==> config.mk <==
export PLATFORM = sky130hd
export DESIGN_NAME = itag_array_nway_flat
export DESIGN_NICKNAME = d
export VERILOG_FILES = /design/src/rtl/itag_array_nway_if.sv /design/src/rtl/itag_array_nway.sv /design/src/flat_wrapper.sv
export SDC_FILE = /design/constraint.sdc
export NUM_CORES = 2
export LEC_CHECK = 0
export ABC_AREA = 1
export ABC_CLOCK_PERIOD_IN_PS = 2550
export CAP_MARGIN = 25
export CORE_AREA = 10 10 754 385
export CTS_BUF_LIST = sky130_fd_sc_hd__clkbuf_4
export DETAILED_ROUTE_END_ITERATION = 8
export DIE_AREA = 0 0 764 395
export DONT_BUFFER_PORTS = 1
export SLEW_MARGIN = 30
export SYNTH_ARGS = -nofsm -noshare
export SYNTH_HDL_FRONTEND = slang
export SYNTH_SLANG_ARGS = --single-unit
==> constraint.sdc <==
create_clock -name clk -period 2.55 [get_ports clk]
set_input_delay 0.51 -clock clk [delete_from_list [all_inputs] [get_ports clk]]
set_output_delay 0.51 -clock clk [all_outputs]
set_load 0.01 [all_outputs]
==> src/rtl/itag_array_nway_if.sv <==
// Bus between the fetch pipeline / line-fill logic and the N-way instruction tag store.
// parity_err is carried only when ITAG_PARITY_EN is defined.
interface itag_array_nway_if #(
    parameter int WAYS = 2
);
    logic [31:0]     stage1_addr;
    logic            stage1_adv;
    logic [31:0]     stage2_addr;
    logic            update;
    logic [WAYS-1:0] update_way;
    logic            flush_req;
    logic            flush_busy;
    logic            tag_hit;
    logic [WAYS-1:0] tag_hit_way;
    logic [WAYS-1:0] replace_way;
`ifdef ITAG_PARITY_EN
    logic            parity_err;
`endif

    modport master (
        output stage1_addr, stage1_adv, stage2_addr, update, update_way, flush_req,
`ifdef ITAG_PARITY_EN
        input  parity_err,
`endif
        input  flush_busy, tag_hit, tag_hit_way, replace_way
    );

    modport slave (
        input  stage1_addr, stage1_adv, stage2_addr, update, update_way, flush_req,
`ifdef ITAG_PARITY_EN
        output parity_err,
`endif
        output flush_busy, tag_hit, tag_hit_way, replace_way
    );
endinterface

==> src/rtl/itag_array_nway.sv <==
// N-way icache tag store: valid+tag banks, flush sequencer, round-robin victim pointer.
// Optional feature macro: ITAG_PARITY_EN (per-entry even parity over {valid, tag}).
module itag_array_nway #(
    parameter int WAYS       = 2,
    parameter int LINES      = 64,
    parameter int TAG_W      = 20,
    parameter int SUB_LINE_W = 2
) (
    input logic          clk,
    input logic          rst_n,
    itag_array_nway_if.slave bus
);
    localparam int LINE_W = $clog2(LINES);
    localparam int IDX_LO = 2 + SUB_LINE_W;
    localparam int TAG_LO = IDX_LO + LINE_W;
`ifdef ITAG_PARITY_EN
    localparam int ENT_W  = TAG_W + 2;
`else
    localparam int ENT_W  = TAG_W + 1;
`endif

    localparam logic [1:0] ST_RST   = 2'd0;
    localparam logic [1:0] ST_FLUSH = 2'd1;
    localparam logic [1:0] ST_IDLE  = 2'd2;

    logic [1:0]        state;
    logic [LINE_W-1:0] idx;
    logic              hit_allowed;
    logic [WAYS-1:0]   replace_q;

    logic [ENT_W-1:0]  mem  [WAYS][LINES];
    logic [ENT_W-1:0]  rd_q [WAYS];

    logic [LINE_W-1:0] idx1;
    logic [LINE_W-1:0] idx2;
    logic [TAG_W-1:0]  tag2;
    logic              flushing;
    logic              upd_ok;
    logic [ENT_W-1:0]  wr_ent;
    logic [WAYS-1:0]   hit_way;
    logic [WAYS-1:0]   perr;
    logic              unused_addr;

    assign idx1     = bus.stage1_addr[IDX_LO +: LINE_W];
    assign idx2     = bus.stage2_addr[IDX_LO +: LINE_W];
    assign tag2     = bus.stage2_addr[TAG_LO +: TAG_W];
    assign flushing = (state == ST_FLUSH);
    assign upd_ok   = bus.update && (state == ST_IDLE) && !bus.flush_req;
    assign unused_addr = ^{bus.stage1_addr, bus.stage2_addr};

`ifdef ITAG_PARITY_EN
    assign wr_ent = {^{1'b1, tag2}, 1'b1, tag2};
`else
    assign wr_ent = {1'b1, tag2};
`endif

    // ST_RST holds the sequencer off while rst_n is low so a full flush starts on release.
    always_ff @(posedge clk) begin
        if (!rst_n) begin
            state       <= ST_RST;
            idx         <= '0;
            hit_allowed <= 1'b0;
            replace_q   <= WAYS'(1);
        end else begin
            hit_allowed <= bus.stage1_adv && !flushing;
            case (state)
                ST_RST: begin
                    state <= ST_FLUSH;
                    idx   <= '0;
                end
                ST_FLUSH: begin
                    if (bus.flush_req) begin
                        idx <= '0;
                    end else if (idx == LINE_W'(LINES - 1)) begin
                        state <= ST_IDLE;
                    end else begin
                        idx <= idx + 1'b1;
                    end
                end
                default: begin
                    if (bus.flush_req) begin
                        state <= ST_FLUSH;
                        idx   <= '0;
                    end
                end
            endcase
            if (upd_ok) begin
                replace_q <= (replace_q << 1) | (replace_q >> (WAYS - 1));
            end
        end
    end

    // Banks carry no reset; read-first because rd_q samples the pre-write contents.
    always_ff @(posedge clk) begin
        for (int unsigned w = 0; w < WAYS; w++) begin
            if (flushing) begin
                mem[w][idx] <= '0;
            end else if (upd_ok && bus.update_way[w]) begin
                mem[w][idx2] <= wr_ent;
            end
            if (bus.stage1_adv) begin
                rd_q[w] <= mem[w][idx1];
            end
        end
    end

    always_comb begin
        hit_way = '0;
        perr    = '0;
        for (int unsigned w = 0; w < WAYS; w++) begin
`ifdef ITAG_PARITY_EN
            perr[w] = hit_allowed && (^rd_q[w]);
`endif
            hit_way[w] = hit_allowed && rd_q[w][TAG_W] && (rd_q[w][TAG_W-1:0] == tag2) && !perr[w];
        end
    end

    assign bus.flush_busy  = flushing;
    assign bus.tag_hit_way = hit_way;
    assign bus.tag_hit     = |hit_way;
    assign bus.replace_way = replace_q;
`ifdef ITAG_PARITY_EN
    assign bus.parity_err  = |perr;
`endif

    a_hit_onehot: assert property (@(posedge clk) disable iff (!rst_n) $onehot0(hit_way));
    a_upd_onehot: assert property (@(posedge clk) disable iff (!rst_n) bus.update |-> $onehot(bus.update_way));
endmodule

==> src/flat_wrapper.sv <==
// flat-port wrapper written by rule: the top's interface ports become plain ports
module itag_array_nway_flat 
#(
    parameter int WAYS       = 2,
    parameter int LINES      = 64,
    parameter int TAG_W      = 20,
    parameter int SUB_LINE_W = 2
)
  (clk, rst_n, bus_stage1_addr, bus_stage1_adv, bus_stage2_addr, bus_update, bus_update_way, bus_flush_req, bus_flush_busy, bus_tag_hit, bus_tag_hit_way, bus_replace_way);
  itag_array_nway_if #(.WAYS(WAYS)) bus_i ();
  input logic clk;
  input logic rst_n;
  input wire logic [$bits(bus_i.stage1_addr)-1:0] bus_stage1_addr;
  input wire logic [$bits(bus_i.stage1_adv)-1:0] bus_stage1_adv;
  input wire logic [$bits(bus_i.stage2_addr)-1:0] bus_stage2_addr;
  input wire logic [$bits(bus_i.update)-1:0] bus_update;
  input wire logic [$bits(bus_i.update_way)-1:0] bus_update_way;
  input wire logic [$bits(bus_i.flush_req)-1:0] bus_flush_req;
  output wire logic [$bits(bus_i.flush_busy)-1:0] bus_flush_busy;
  output wire logic [$bits(bus_i.tag_hit)-1:0] bus_tag_hit;
  output wire logic [$bits(bus_i.tag_hit_way)-1:0] bus_tag_hit_way;
  output wire logic [$bits(bus_i.replace_way)-1:0] bus_replace_way;
  assign bus_i.stage1_addr = bus_stage1_addr;
  assign bus_i.stage1_adv = bus_stage1_adv;
  assign bus_i.stage2_addr = bus_stage2_addr;
  assign bus_i.update = bus_update;
  assign bus_i.update_way = bus_update_way;
  assign bus_i.flush_req = bus_flush_req;
  assign bus_flush_busy = bus_i.flush_busy;
  assign bus_tag_hit = bus_i.tag_hit;
  assign bus_tag_hit_way = bus_i.tag_hit_way;
  assign bus_replace_way = bus_i.replace_way;
  itag_array_nway #(.WAYS(WAYS), .LINES(LINES), .TAG_W(TAG_W), .SUB_LINE_W(SUB_LINE_W)) u_core (.clk(clk), .rst_n(rst_n), .bus(bus_i));
endmodule
Word-level counts from Yosys, hierarchy flattened
Memory sizes are Yosys's and may differ from the RTL's. Cells that the tools add are included.

Memories: 2. Bits in read-only memories: 0. Word-level logic and storage cells: 5446. Register bits after elaboration: 11. Output and inout port bits: 6. Bits in latches: 0. Input port bits: 71. Memory bits (writable): 2730.

Memory list: u_core.mem (depth 2, bits a word 1344, rd ports 2, clocked after memory_dff 0, wr ports 2, line itag_array_nway.sv:31) `logic [ENT_W-1:0] mem [WAYS][LINES];`; u_core.rd_q (depth 2, bits a word 21, rd ports 2, clocked after memory_dff 0, wr ports 2, line itag_array_nway.sv:32) `logic [ENT_W-1:0] rd_q [WAYS];`.

Add/subtract/negate cells: 1. Shift-type cells: 0. Order comparisons: 5. Div/mod/pow operators: 0. Multiplexer cells: 2716. Multipliers: 0. Equality and inequality tests: 8. Reductions and logical operators: 18. Bitwise logic cells: 2692.

Operator list (count): two-way mux 1344 bit (3); two-way mux 1 bit (2695); OR 1 bit (2688); binary-select mux 21 bit (select 6 bit) (2); demux 21 bit (select 6 bit) (2); two-way mux 21 bit (6); == test 20 bit (2); >= comparator 7 bit (second input constant) (3); NOT 6 -> 7 bit (3); two-way mux 6 bit (3); < comparator 7 x 1 -> 1 bit (second input constant) (2); case mux 6 bit (2 select lines) (1); logical AND 1 bit (11); adder 6 x 1 -> 6 bit (second input constant) (1); == test 6 bit (second input constant) (1); two-way mux 2 bit (3); != test 2 bit (second input constant) (2); case mux 2 bit (2 select lines) (1); != test 3 bit (second input constant) (1); AND reduction 3 bit (1); nonzero test 3 bit (1); == test 2 x 1 -> 1 bit (second input constant) (1); == test 2 bit (second input constant) (1); zero test 1 bit (2); other kinds (4) (4).

Longest topological paths before layout
Depth after elaboration: 8. Gate-level depth with buffers: 13. Depth with buffers taken out: 10.

Worst setup path after synthesis
Ideal clock, no wire load.

Path kind: in2reg. Start: input port bus_flush_req. End: memory u_core.mem[0][21] (netlist name) (enable). Required time: 2.172 ns. Arrival time: 1.868 ns. Library setup time: 0.378 ns. Path buffers: 2. Slack: 0.304 ns. Stages: 9. Cells stage by stage: nor2_4 -> nand3_2 -> inv_2 -> nand2_1 -> inv_2 -> buf_4 -> nand2_1 -> buf_2 -> nand2_1.

RTL lines: start: declaration (line flat_wrapper.sv:18) `input wire logic [$bits(bus_i.flush_req)-1:0] bus_flush_req;`; end: declaration (line itag_array_nway.sv:31).

==> results.toml <==
[global_route]
grt_max_degree = 664
grt.busiest_layer = "met1"
grt_pass1_vias = 92700
use_met1_pct = 44.0
gr-total-overflow = 0
use_met2_pct = 36.9
met3_usage_pct = 11.4
grt_usage_pct = 28.7
grt_pass1_wl_mm = 647
antenna_found_initial = 24

[yosys]
ys_seq_elements = 2741
yosysUniqueCellTypes = 29
ys_async_sr_fraction_pct = 0
synthCells = 12800
syn-cell-area_um2 = 124000
avgSynthCellArea_um2 = 9.71
synthFlopType = "edfxtp_1"
synth_seq_area_share_pct = 65.7
synth_edf_count = 2666
ys_warn_count = 0
synth_fp_nets = 12900

[timing]
tightest_slew_ns = 1.13
finalCritPeriodShare_pct = 132
hold_violations = 0
finalMaxSlewViolations = 0
whs_ns = 0.0106
fin_ws_ns = -0.807
setup_viol = 14
fmax_mhz = 298
finalCriticalPeriod_ns = 3.36
rsz0062_at_grt = "true"
maxSlewHeadroom_pct = 24.2
clock_skew_ns = 0.139

[job]
drv_cap = 0

[cells_and_area]
drive_gt1_share_pct = 12.9
final_common_cell = "nand2_1"
layout_common_cells = "3,356 x nand2_1, 2,724 x nor2_1, 2,666 x edfxtp_1"
areaGrowthSynthToFinish_pct = 12.9
final_nets = 13100

[detailed_routing]
drt_iter0_markers = 17900
wl_per_cell_um = 26.4
drt-total-wl_mm = 453
dr.pass1.iters = 9
remaining_drc_errors = 16
avgViaCountPerCell = 5.88
drtAntennaViolNets = 0
vias = 101000

[place]
portBuffers = 0
hpwlAfterDp_mm = 266
gp_congestion = 0.954

[die]
ios = 77
rows = 137
dieArea_um2 = 302000
start_util_pct = 44.8
coreArea_um2 = 277000
die_y_um = 395
die_w_um = 764

[pwr]
total_power_mw = 91.7
irDropWorstVdd_uv = 488
p_clk_share_pct = 39.7
power_frac_comb_pct = 7.0
p_int_mw = 68.5
switching_share_pct = 25.4
pwr_density_cell_nw_per_um2 = 655
p_leak_nw = 56.8
p_sw_mw = 23.3
seqPwrFrac_pct = 53.3

[setup_path]
worstPathMaxFanout = 2
crit_slowest_cell = "edfxtp_1"
r2r_start = "u_core.state[1]$_SDFFE_PN0P_"
crit_arrival_ns = 2.85
crit_type = "reg2out"
start_kind = "register"
cp-end-kind = "output port"
crit_start = "u_core.rd_q[0][34]$_DFFE_PP_"
required_ns = 2.04
crit_chain = "a22o_1, nor2_1, nand2_1, nor2_2, nand3_4, inv_2"
slowest_delay_ns = 0.59

[clock_network]
cts_tree = "built"
cts_buffer_depth = 4
clkTransAtPathRegs_ns = 0.07
clockRootBuffer = "clkbuf_4"
clk_latency_ns = 1.41
clock_sinks = 2741
htree_levels = 6
numCtsBuffers = 627

[run_status]
outcome = "finished, violations left"
violations = "design-rule violations, negative setup slack"

[min_path]
hp-class = "in2reg"
min_from = "bus_stage1_addr[5]"
-- path summary, 6_finish.rpt --
check,end,slack (ns),depth (start not counted)
hold reg to reg,u_core.mem[1][923]$_DFF_P_,0.45,2
setup / recovery,bus_tag_hit_way[1],-0.81,6
hold / removal,u_core.rd_q[0][9]$_DFFE_PP_,0.01,7
setup reg to reg,u_core.mem[0][1247]$_DFFE_PP_,0.04,10
-- state kept, by name, summed over array words and instances (netlist names) --
name / count
u_core.bus.replace_way: 2
u_core.hit_allowed: 1
u_core.idx: 6
u_core.mem: 2688
u_core.rd_q: 42
u_core.state: 2
-- cells by family after synthesis --
group / synth area share (%)
fa+ha+maj: 0.0101
compound gates: 0.178
simple gates: 28.7
flops: 65.7
xor+xnor: 0.0705
buf+inv: 5.34
-- per-stage QoR --
step | TNS [ns] | std cells | util (%) | worst slack, ns | instance area [µm²]
after floorplan | 0 | 12800 | - | 0.304 | 124000
after global placement | -45.47 | 15900 | 47.1 | -1.22 | 130000
after detailed placement | -49.80 | 15900 | 47.1 | -1.34 | 131000
after CTS | -431.91 | 17100 | 50.3 | -0.851 | 140000
after global routing | -3.18 | 17100 | 50.5 | -0.871 | 140000
final | -2.71 | 17100 | 50.6 | -0.807 | 140000
-- critical path, delay by kind of cell (launching register included) --
kind	cells	cell delay (ns)
buffers and inverters	1	0.12
and+or+nand+nor	4	0.48
DFF	1	0.59
AOI/OAI and AO/OA	1	0.26
-- routing by layer --
layer | vias to the layer above | wire length (µm)
met4 | 14 | 12000
li1 | 43500 | -
met3 | 795 | 79400
met2 | 7882 | 175000
met1 | 48600 | 186000
met5 | - | 502
-- synthesized netlist by cell type (19+ instances only) --
library cell / number / area [µm²]
buf_1: 42 / 158
buf_2: 432 / 2160
buf_4: 110 / 826
buf_6: 61 / 687
clkbuf_1: 477 / 1790
dfxtp_1: 75 / 1500
edfxtp_1: 2666 / 80100
inv_1: 202 / 758
nand2_1: 3373 / 12700
nand3_1: 2522 / 12600
nor2_1: 2730 / 10200
o21ai_0: 19 / 95.1
-- timing repair --
item	CTS	global route
setup endpoints to repair	22	5023
hold buffers	75	8
endpoints found under the hold margin	4120	41
resized for setup	21	68
pin swaps	5	5
gates cloned	0	2
buffers inserted	2	5
-- layout make-up --
class	count	area [µm²]
Clock buffer	950	7130
Inverter	209	941
Sequential cell	2741	81600
Tap cell	3683	4610
Clock inverter	102	711
Antenna cell	22	55.1
Timing Repair Buffer	716	8830
Fill cell	25100	137000
Multi-Input combinational cell	8695	36300
-- power by group through the flow --
stage                     clock network, mW  registers [mW]  logic [mW]
after floorplan                           0            49.8        3.42
after global placement                    0            49.8        5.32
after detailed placement                  0            49.8        5.34
after CTS                              36.6            48.8        5.92
after global routing                   38.9            48.8        6.67
final                                  36.5            48.9        6.41
Note: power is estimated with default switching activity, not from simulation.
